`config.mk`:
```
export PLATFORM = sky130hd
export DESIGN_NAME = regfile_writeback_ctrl_flat
export DESIGN_NICKNAME = d
export VERILOG_FILES = /design/src/rtl/regfile_writeback_ctrl_if.sv /design/src/rtl/regfile_writeback_ctrl.sv /design/src/flat_wrapper.sv
export SDC_FILE = /design/constraint.sdc
export NUM_CORES = 1
export LEC_CHECK = 0
export CORE_ASPECT_RATIO = 1.75
export CORE_MARGIN = 1
export CORE_UTILIZATION = 65
export DETAILED_ROUTE_END_ITERATION = 8
export DONT_BUFFER_PORTS = 1
export PLACE_DENSITY = 0.79
export SLEW_MARGIN = 0
export SYNTH_ARGS = -nofsm -noshare
export SYNTH_HDL_FRONTEND = slang
export SYNTH_SLANG_ARGS = --single-unit
```
`constraint.sdc`:
```
create_clock -name clk -period 4.1 [get_ports clk]
set_input_delay 0.615 -clock clk [delete_from_list [all_inputs] [get_ports clk]]
set_output_delay 0.615 -clock clk [all_outputs]
set_load 0.03 [all_outputs]
```
`src/rtl/regfile_writeback_ctrl_if.sv`:
```
// Bundle of signals between the write-back controller and its neighbours:
// the ALU and load result producers, the issue-stage hazard query, and the
// register-file write port.
//   master : the environment (producers, issue stage, register file)
//   slave  : regfile_writeback_ctrl
// Parameters: size  = data width, DEPTH = load queue depth (power of two, >= 2)
interface regfile_writeback_ctrl_if #(
  parameter int size  = 32,
  parameter int DEPTH = 4
);
  // ALU result (always accepted)
  logic                       alu_valid;
  logic [4:0]                 alu_rd;
  logic [size-1:0]            alu_data;
  // Load result (valid/ready handshake)
  logic                       ld_valid;
  logic                       ld_ready;
  logic [4:0]                 ld_rd;
  logic [size-1:0]            ld_data;
  // Issue-stage hazard query
  logic [4:0]                 query_reg_1;
  logic [4:0]                 query_reg_2;
  logic                       pend_1;
  logic                       pend_2;
  // Register-file write port
  logic                       reg_write;
  logic [4:0]                 write_register;
  logic [size-1:0]            write_data;
  // Load queue occupancy
  logic [$clog2(DEPTH):0]     queue_count;

  modport master (
    output alu_valid, alu_rd, alu_data,
    output ld_valid, ld_rd, ld_data,
    output query_reg_1, query_reg_2,
    input  ld_ready, pend_1, pend_2,
    input  reg_write, write_register, write_data, queue_count
  );

  modport slave (
    input  alu_valid, alu_rd, alu_data,
    input  ld_valid, ld_rd, ld_data,
    input  query_reg_1, query_reg_2,
    output ld_ready, pend_1, pend_2,
    output reg_write, write_register, write_data, queue_count
  );
endinterface

```
`src/rtl/regfile_writeback_ctrl.sv`:
```
// Write-back controller owning the single register-file write port.
// Merges the ALU (single cycle, strict priority) and a buffered load path
// into one registered write per cycle. Outputs change on posedge so the
// register file can sample them at the following negedge.
// Ports:
//   clk   : clock, all state updates on posedge
//   reset : synchronous active-high reset
//   bus   : regfile_writeback_ctrl_if.slave (ALU in, load in with ready,
//           hazard query/pend, register-file write port, queue_count)
module regfile_writeback_ctrl #(
  parameter int size  = 32,
  parameter int DEPTH = 4
) (
  input  logic                     clk,
  input  logic                     reset,
  regfile_writeback_ctrl_if.slave  bus
);
  localparam int PW = $clog2(DEPTH);
  localparam int CW = PW + 1;

  // Load queue storage
  logic [DEPTH-1:0]  q_valid_reg;
  logic [DEPTH-1:0]  q_valid_next;
  logic [4:0]        q_rd_reg   [DEPTH];
  logic [size-1:0]   q_data_reg [DEPTH];
  logic [PW-1:0]     head_reg;
  logic [PW-1:0]     tail_reg;
  logic [CW-1:0]     count_reg;

  // Output registers
  logic              reg_write_reg;
  logic [4:0]        write_register_reg;
  logic [size-1:0]   write_data_reg;

  logic              push;
  logic              pop;
  logic              ready;
  logic [DEPTH-1:0]  match_1;
  logic [DEPTH-1:0]  match_2;

  // Full means not ready, even if a pop would free a slot this cycle.
  assign ready = (count_reg < CW'(DEPTH));
  assign push  = bus.ld_valid && ready;
  // The ALU owns the port whenever it has a result; the queue waits.
  assign pop   = !bus.alu_valid && (count_reg != '0);

  genvar gi;
  generate
    for (gi = 0; gi < DEPTH; gi++) begin : g_entry
      // Hazard match only on live entries; popped slots are cleared below.
      assign match_1[gi] = q_valid_reg[gi] && (q_rd_reg[gi] == bus.query_reg_1);
      assign match_2[gi] = q_valid_reg[gi] && (q_rd_reg[gi] == bus.query_reg_2);

      // A push lands in a free slot and is younger than the ALU result, so
      // it wins over the kill. Otherwise a matching ALU write kills the entry
      // (WAW) and a pop retires it.
      always_comb begin
        q_valid_next[gi] = q_valid_reg[gi];
        if (push && (tail_reg == PW'(gi))) begin
          q_valid_next[gi] = 1'b1;
        end else if (pop && (head_reg == PW'(gi))) begin
          q_valid_next[gi] = 1'b0;
        end else if (bus.alu_valid && (q_rd_reg[gi] == bus.alu_rd)) begin
          q_valid_next[gi] = 1'b0;
        end
      end
    end
  endgenerate

  // Queue payload: written only on push, never needs a reset value because
  // the valid bits and counter gate every use.
  always_ff @(posedge clk) begin
    if (push) begin
      q_rd_reg[tail_reg]   <= bus.ld_rd;
      q_data_reg[tail_reg] <= bus.ld_data;
    end
  end

  // Queue control
  always_ff @(posedge clk) begin
    if (reset) begin
      q_valid_reg <= '0;
      head_reg    <= '0;
      tail_reg    <= '0;
      count_reg   <= '0;
    end else begin
      q_valid_reg <= q_valid_next;
      if (push) begin
        tail_reg <= tail_reg + PW'(1);
      end
      if (pop) begin
        head_reg <= head_reg + PW'(1);
      end
      count_reg <= count_reg + CW'(push) - CW'(pop);
    end
  end

  // Write port: ALU first, then queue head (a killed head retires silently),
  // otherwise idle with address/data held.
  always_ff @(posedge clk) begin
    if (reset) begin
      reg_write_reg      <= 1'b0;
      write_register_reg <= '0;
      write_data_reg     <= '0;
    end else if (bus.alu_valid) begin
      reg_write_reg      <= 1'b1;
      write_register_reg <= bus.alu_rd;
      write_data_reg     <= bus.alu_data;
    end else if (pop) begin
      reg_write_reg      <= q_valid_reg[head_reg];
      write_register_reg <= q_rd_reg[head_reg];
      write_data_reg     <= q_data_reg[head_reg];
    end else begin
      reg_write_reg      <= 1'b0;
    end
  end

  assign bus.ld_ready       = ready;
  assign bus.pend_1         = |match_1;
  assign bus.pend_2         = |match_2;
  assign bus.reg_write      = reg_write_reg;
  assign bus.write_register = write_register_reg;
  assign bus.write_data     = write_data_reg;
  assign bus.queue_count    = count_reg;
endmodule

```
`src/flat_wrapper.sv`:
```
// flat-port wrapper written by rule: the top's interface ports become plain ports
module regfile_writeback_ctrl_flat 
#(
  parameter int size  = 32,
  parameter int DEPTH = 4
)
  (clk, reset, bus_alu_valid, bus_alu_rd, bus_alu_data, bus_ld_valid, bus_ld_rd, bus_ld_data, bus_query_reg_1, bus_query_reg_2, bus_ld_ready, bus_pend_1, bus_pend_2, bus_reg_write, bus_write_register, bus_write_data, bus_queue_count);
  regfile_writeback_ctrl_if #(.size(size), .DEPTH(DEPTH)) bus_i ();
  input  logic clk;
  input  logic reset;
  input wire logic [$bits(bus_i.alu_valid)-1:0] bus_alu_valid;
  input wire logic [$bits(bus_i.alu_rd)-1:0] bus_alu_rd;
  input wire logic [$bits(bus_i.alu_data)-1:0] bus_alu_data;
  input wire logic [$bits(bus_i.ld_valid)-1:0] bus_ld_valid;
  input wire logic [$bits(bus_i.ld_rd)-1:0] bus_ld_rd;
  input wire logic [$bits(bus_i.ld_data)-1:0] bus_ld_data;
  input wire logic [$bits(bus_i.query_reg_1)-1:0] bus_query_reg_1;
  input wire logic [$bits(bus_i.query_reg_2)-1:0] bus_query_reg_2;
  output wire logic [$bits(bus_i.ld_ready)-1:0] bus_ld_ready;
  output wire logic [$bits(bus_i.pend_1)-1:0] bus_pend_1;
  output wire logic [$bits(bus_i.pend_2)-1:0] bus_pend_2;
  output wire logic [$bits(bus_i.reg_write)-1:0] bus_reg_write;
  output wire logic [$bits(bus_i.write_register)-1:0] bus_write_register;
  output wire logic [$bits(bus_i.write_data)-1:0] bus_write_data;
  output wire logic [$bits(bus_i.queue_count)-1:0] bus_queue_count;
  assign bus_i.alu_valid = bus_alu_valid;
  assign bus_i.alu_rd = bus_alu_rd;
  assign bus_i.alu_data = bus_alu_data;
  assign bus_i.ld_valid = bus_ld_valid;
  assign bus_i.ld_rd = bus_ld_rd;
  assign bus_i.ld_data = bus_ld_data;
  assign bus_i.query_reg_1 = bus_query_reg_1;
  assign bus_i.query_reg_2 = bus_query_reg_2;
  assign bus_ld_ready = bus_i.ld_ready;
  assign bus_pend_1 = bus_i.pend_1;
  assign bus_pend_2 = bus_i.pend_2;
  assign bus_reg_write = bus_i.reg_write;
  assign bus_write_register = bus_i.write_register;
  assign bus_write_data = bus_i.write_data;
  assign bus_queue_count = bus_i.queue_count;
  regfile_writeback_ctrl #(.size(size), .DEPTH(DEPTH)) u_core (.clk(clk), .reset(reset), .bus(bus_i));
endmodule
```
Word level (Yosys, flattened, before mapping)
Memory sizes are Yosys's and may differ from the RTL's. A register that Yosys moved wholly into a read port is not among the register bits. Cells that the tools add are included. Widths: inputs -> output; s select.

Output and inout port bits: 44. Register bits: 49. RAM bits: 148. Memories kept: 2. Input bits: 88.

Memory list: u_core.q_data_reg (depth 4, bits a word 32, read ports 1, clocked after Yosys merged registers in 1, wr ports 1, line regfile_writeback_ctrl.sv:25) `logic [size-1:0] q_data_reg [DEPTH];`; u_core.q_rd_reg (depth 4, bits a word 5, read ports 5, clocked after Yosys merged registers in 1, wr ports 1, line regfile_writeback_ctrl.sv:24) `logic [4:0] q_rd_reg [DEPTH];`.

Eq/ne operators: 18. Add/subtract/negate cells: 4. $lt $le $gt $ge: 2. Reductions and logical operators: 33. Mux-type cells: 26.

Operator list (number): $mux 32 (2); $eq 5x5->1 (12); $logic_and 1x1->1 (22); $mux 1 (17); $reduce_bool 3->1 (5); $mux 5 (2); $eq 2x2->1 const B (4); $mux 2 (4); $reduce_or 4->1 (2); $add 2x1->2 const B (2); $eq 2x1->1 const B (2); $logic_not 2->1 (2); $add 3x1->3 (1); $lt 2x3->1 const B (1); $lt 3x3->1 const B (1); $sub 3x1->3 (1); $bmux 1 s2 (1); $reduce_bool 2->1 (1); $logic_not 1->1 (1).

Depth between registers and ports, before layout
Depth after elaboration: 5. Gate-level depth with buffers: 10.

Worst setup path before layout
Ideal clock, no wire load.

Path type: input-to-reg. Start point: input port bus_ld_valid. End point: memory u_core.q_data_reg[0][0] (enable). Buffers on the path: 1. Path slack: 1.783 ns. Stages: 3. Setup time: 0.399 ns. Arrival: 1.919 ns. Path through: nor2b_1 > clkbuf_1 > and2_1.

Longest elaborated chain between the ends: 3.

Ends and longest elaborated chain: start, declared (line flat_wrapper.sv:14) `input wire logic [$bits(bus_i.ld_valid)-1:0] bus_ld_valid;`; $logic_and 1x1->1 (line regfile_writeback_ctrl.sv:43) `assign push = bus.ld_valid && ready;`; via u_core.push (line regfile_writeback_ctrl.sv:35) `logic push;`; $mux 1 (line regfile_writeback_ctrl.sv:73) `if (push) begin`; $mux 1 (not written as such) (line regfile_writeback_ctrl.sv:75) `q_data_reg[tail_reg] <= bus.ld_data;`; end, declared (line regfile_writeback_ctrl.sv:25).

The timed path passes the listed nets, and every way through them passes these cells.

==> impl_metrics.xml <==
<?xml version="1.0" encoding="UTF-8"?>
<metrics>
  <group name="outcome">
    <metric name="status" unit="">finished, final reports clean</metric>
  </group>
  <group name="power">
    <metric name="irDropWorstVdd" unit="mV">0.484</metric>
    <metric name="power.leakage" unit="nW">3.21</metric>
    <metric name="cellPowerDensity" unit="nW/um^2">610</metric>
  </group>
  <group name="placement">
    <metric name="numPortBuffers" unit="">0</metric>
    <metric name="routabilityCongestion" unit="">0.878</metric>
    <metric name="hpwl" unit="um">11300</metric>
    <metric name="numPlacedInstances" unit="">702</metric>
    <metric name="place_area" unit="sq um">8620</metric>
  </group>
  <group name="yosys">
    <metric name="async_reset_ff_share" unit="%">0</metric>
    <metric name="avgSynthCellArea" unit="sq um">15.3</metric>
    <metric name="yosys_warnings" unit="">0</metric>
    <metric name="postSynth.topFlopCell" unit="">sky130_fd_sc_hd__edfxtp_1</metric>
    <metric name="syn_nets" unit="">665</metric>
    <metric name="netlist-cell-type-count" unit="">30</metric>
    <metric name="share_of_the_synthesized_area_in_the_top_cell_type" unit="%">51.3</metric>
    <metric name="syn-instance-count" unit="">566</metric>
    <metric name="yosys_register_bits" unit="">199</metric>
    <metric name="yosys-top-cells-area" unit="">sky130_fd_sc_hd__edfxtp_1 51%, sky130_fd_sc_hd__dfxtp_1 12%, sky130_fd_sc_hd__mux4_2 8.1%</metric>
    <metric name="seq_total_area_yosys" unit="%">63.0</metric>
    <metric name="synth-edff-count" unit="">148</metric>
    <metric name="netlist.top_cell.by_area" unit="">sky130_fd_sc_hd__edfxtp_1</metric>
    <metric name="synthesis.area" unit="sq um">8670</metric>
  </group>
  <group name="sta">
    <metric name="maxClockFrequency" unit="MHz">368</metric>
    <metric name="slew_viol_final" unit="">0</metric>
    <metric name="layout_min_cycle_time" unit="ns">2.71</metric>
    <metric name="timing.setup.tns" unit="ns">0</metric>
    <metric name="final_hold_viol_count" unit="">0</metric>
    <metric name="timing.final.crit_share" unit="%">66.2</metric>
    <metric name="worst_hold_slack" unit="ns">0.248</metric>
    <metric name="grt_setup_unrepaired" unit="">false</metric>
    <metric name="worst_slew_margin_rel" unit="%">24.3</metric>
    <metric name="setup_viol_count_final" unit="">0</metric>
    <metric name="slew_of_the_pin_with_the_lowest_slew_margin" unit="ns">1.13</metric>
    <metric name="final.setup_skew" unit="ns">0.00908</metric>
  </group>
  <group name="floorplan">
    <metric name="floorplan.die.width" unit="um">89.3</metric>
    <metric name="rows" unit="">55</metric>
    <metric name="fp.dieArea" unit="sq um">13800</metric>
    <metric name="boundaryPins" unit="">132</metric>
    <metric name="die_height" unit="um">155</metric>
    <metric name="floorplan.initialDensity" unit="%">67.0</metric>
    <metric name="placeableCoreArea" unit="sq um">12900</metric>
  </group>
  <group name="route">
    <metric name="detail_route.wirelength" unit="um">17700</metric>
    <metric name="detail_route.drc_violations" unit="">0</metric>
    <metric name="routed-via-count" unit="">4636</metric>
    <metric name="starting_drc_count_in_detailed_routing" unit="">246</metric>
    <metric name="routed_wire_length_per_instance" unit="um">24.0</metric>
    <metric name="post_drt_via_cell_ratio" unit="">6.32</metric>
    <metric name="ant_nets" unit="">0</metric>
    <metric name="drt-pass1-iter-count" unit="">5</metric>
  </group>
  <group name="critical_path">
    <metric name="crit_path_end_kind" unit="">output port</metric>
    <metric name="startpoint_type_of_the_worst_setup_path" unit="">flip-flop</metric>
    <metric name="cp.arrival" unit="ns">2.10</metric>
    <metric name="worst_ep_required" unit="ns">3.48</metric>
    <metric name="critical_path_peak_fanout" unit="">4</metric>
    <metric name="worstSetupPathType" unit="">reg -&gt; out</metric>
  </group>
  <group name="grt">
    <metric name="grt_first_pass_wirelength" unit="um">27100</metric>
    <metric name="grt_overflow" unit="">0</metric>
    <metric name="pin_count_of_the_biggest_net_entering_global_routing" unit="">82</metric>
    <metric name="via_count_of_the_first_global_routing_pass" unit="">5102</metric>
    <metric name="global_route.usage.total" unit="%">27.6</metric>
    <metric name="antenna_found_initial" unit="">0</metric>
  </group>
  <group name="clock_tree">
    <metric name="cts_resized" unit="">0</metric>
    <metric name="clock_root_buffer" unit="">sky130_fd_sc_hd__clkbuf_16</metric>
    <metric name="htreeDepth" unit="">4</metric>
    <metric name="worstSkewPairLatency" unit="ns">0.42</metric>
    <metric name="clock_tree_from_tritoncts" unit="">built</metric>
    <metric name="cts_setup_buffers" unit="">0</metric>
    <metric name="clk_path_buf_depth" unit="">2</metric>
    <metric name="tritoncts_num_sinks" unit="">199</metric>
    <metric name="cts_inserted_buffers" unit="">17</metric>
    <metric name="postCtsHoldBufs" unit="">0</metric>
    <metric name="cts.clk_slew.worst_paths" unit="ns">0.07</metric>
  </group>
  <group name="layout">
    <metric name="largest_register_ffs" unit="">128</metric>
    <metric name="layout.core_utilization" unit="%">71.4</metric>
    <metric name="finish.instance_area" unit="sq um">9240</metric>
    <metric name="synth_to_layout_area_growth" unit="%">6.52</metric>
    <metric name="antennaDiodeCount" unit="">0</metric>
    <metric name="stdcell_count" unit="">734</metric>
    <metric name="post_route_cells_drive_above_1_share" unit="%">18.3</metric>
    <metric name="final_nets" unit="">649</metric>
  </group>
  <group name="flow_run">
    <metric name="drv_cap" unit="">0</metric>
  </group>
  <group name="min_path">
    <metric name="min_path_type" unit="">in -&gt; reg</metric>
  </group>
</metrics>
-- cell type report --
type,count,area (sq um)
multi-input cells,283,2750
clock buffers,19,454
clock inverters,13,156
well taps,171,214
fillers,863,3700
inverters,46,173
repair buffers,3,22.5
flip-flops and latches,199,5470
-- where the power goes --
| part | internal, mW | switching [mW] | total, mW |
|---|---|---|---|
| combinational | 0.495 | 0.595 | 1.09 |
| clock | 0.956 | 0.749 | 1.70 |
| sequential | 2.43 | 0.408 | 2.84 |
-- per-layer routing --
layer  GRT usage [%]  part of all wire, %  vias up
met5               0                    0        -
met4            13.2                  3.9        0
met3            6.72                  6.2       44
met2            48.5                   55      183
met1            30.7                   34     2327
li1                -                    -     2082
-- path summary, 6_finish.rpt --
kind | start | to | slack (ns) | cells past startpoint
setup / recovery | u_core.q_rd_reg[0][1]$_DFFE_PP_ | bus_pend_1 | 1.39 | 4
hold reg to reg | u_core.q_valid_reg[0]$_SDFFE_PP0P_ | u_core.q_valid_reg[0]$_SDFFE_PP0P_ | 0.56 | 2
setup reg to reg | u_core.bus.queue_count[2]$_SDFF_PP0_ | u_core.bus.write_register[0]$_SDFFE_PP0P_ | 1.63 | 6
hold / removal | reset | u_core.bus.write_data[18]$_SDFFE_PP0P_ | 0.25 | 1
-- cell usage after synthesis, types with 12 or more instances --
| library cell | n |
|---|---|
| sky130_fd_sc_hd__nand2_1 | 42 |
| sky130_fd_sc_hd__mux4_2 | 31 |
| sky130_fd_sc_hd__nor4_1 | 12 |
| sky130_fd_sc_hd__dfxtp_1 | 51 |
| sky130_fd_sc_hd__a21oi_1 | 40 |
| sky130_fd_sc_hd__clkbuf_1 | 15 |
| sky130_fd_sc_hd__edfxtp_1 | 148 |
| sky130_fd_sc_hd__xnor2_1 | 15 |
| sky130_fd_sc_hd__xor2_1 | 49 |
| sky130_fd_sc_hd__nor2_1 | 12 |
| sky130_fd_sc_hd__inv_1 | 46 |
| sky130_fd_sc_hd__a221oi_2 | 30 |
-- logic make-up (layout without fill, tap and decap cells) --
| logic type | count (synthesis) | count (layout) | synth area share, % |
|---|---|---|---|
| AND/OR/NAND/NOR | 86 | 86 | 4.55 |
| adder cells (fa/ha/maj) | 11 | 11 | 1.67 |
| AO/OA/AOI/OAI | 84 | 84 | 8.70 |
| flip-flops | 199 | 199 | 63.0 |
| multiplexers | 38 | 38 | 10.2 |
| XOR/XNOR | 64 | 64 | 6.47 |
| buffers and inverters | 84 | 81 | 5.40 |
-- worst max-delay path, stage by stage (launching register included) --
cell	delay [ns]
sky130_fd_sc_hd__edfxtp_1	0.48
sky130_fd_sc_hd__xor2_1	0.20
sky130_fd_sc_hd__nor4_1	0.51
sky130_fd_sc_hd__a31oi_1	0.18
sky130_fd_sc_hd__nand3_1	0.30
-- cell usage in the layout (no fill, tap or decap) --
cell | synthesis | routed
sky130_fd_sc_hd__a21oi_1 | 40 | 40
sky130_fd_sc_hd__a221oi_1 | 7 | 7
sky130_fd_sc_hd__a221oi_2 | 30 | 30
sky130_fd_sc_hd__a31oi_1 | 6 | 6
sky130_fd_sc_hd__and2_2 | 0 | 4
sky130_fd_sc_hd__and3_1 | 2 | 2
sky130_fd_sc_hd__buf_4 | 2 | 3
sky130_fd_sc_hd__bufinv_16 | 0 | 2
sky130_fd_sc_hd__clkbuf_1 | 15 | 1
sky130_fd_sc_hd__clkbuf_16 | 0 | 18
sky130_fd_sc_hd__clkinv_4 | 0 | 1
sky130_fd_sc_hd__clkinvlp_4 | 0 | 2
sky130_fd_sc_hd__dfxtp_1 | 51 | 49
sky130_fd_sc_hd__dfxtp_2 | 0 | 2
sky130_fd_sc_hd__edfxtp_1 | 148 | 148
sky130_fd_sc_hd__fa_1 | 1 | 1
sky130_fd_sc_hd__ha_1 | 10 | 10
sky130_fd_sc_hd__inv_1 | 46 | 46
sky130_fd_sc_hd__inv_4 | 0 | 1
sky130_fd_sc_hd__inv_6 | 0 | 5
sky130_fd_sc_hd__inv_8 | 0 | 2
sky130_fd_sc_hd__mux4_1 | 7 | 7
sky130_fd_sc_hd__mux4_2 | 31 | 31
sky130_fd_sc_hd__nand2_1 | 42 | 42
sky130_fd_sc_hd__nand3_1 | 10 | 10
sky130_fd_sc_hd__nor2_1 | 12 | 12
sky130_fd_sc_hd__nor2_2 | 1 | 1
sky130_fd_sc_hd__nor2b_1 | 2 | 2
sky130_fd_sc_hd__nor3_4 | 0 | 1
sky130_fd_sc_hd__nor4_1 | 12 | 12
sky130_fd_sc_hd__o21ai_0 | 1 | 1
sky130_fd_sc_hd__xnor2_1 | 15 | 15
sky130_fd_sc_hd__xor2_1 | 49 | 49
-- metrics by stage --
step	power (mW)	setup WS, ns
floorplan	3.82	1.78
global placement	3.92	1.73
detailed placement	3.98	1.64
CTS	5.67	1.44
global route	5.87	1.27
finish	5.63	1.39
Power figures use the tool's default switching activity.
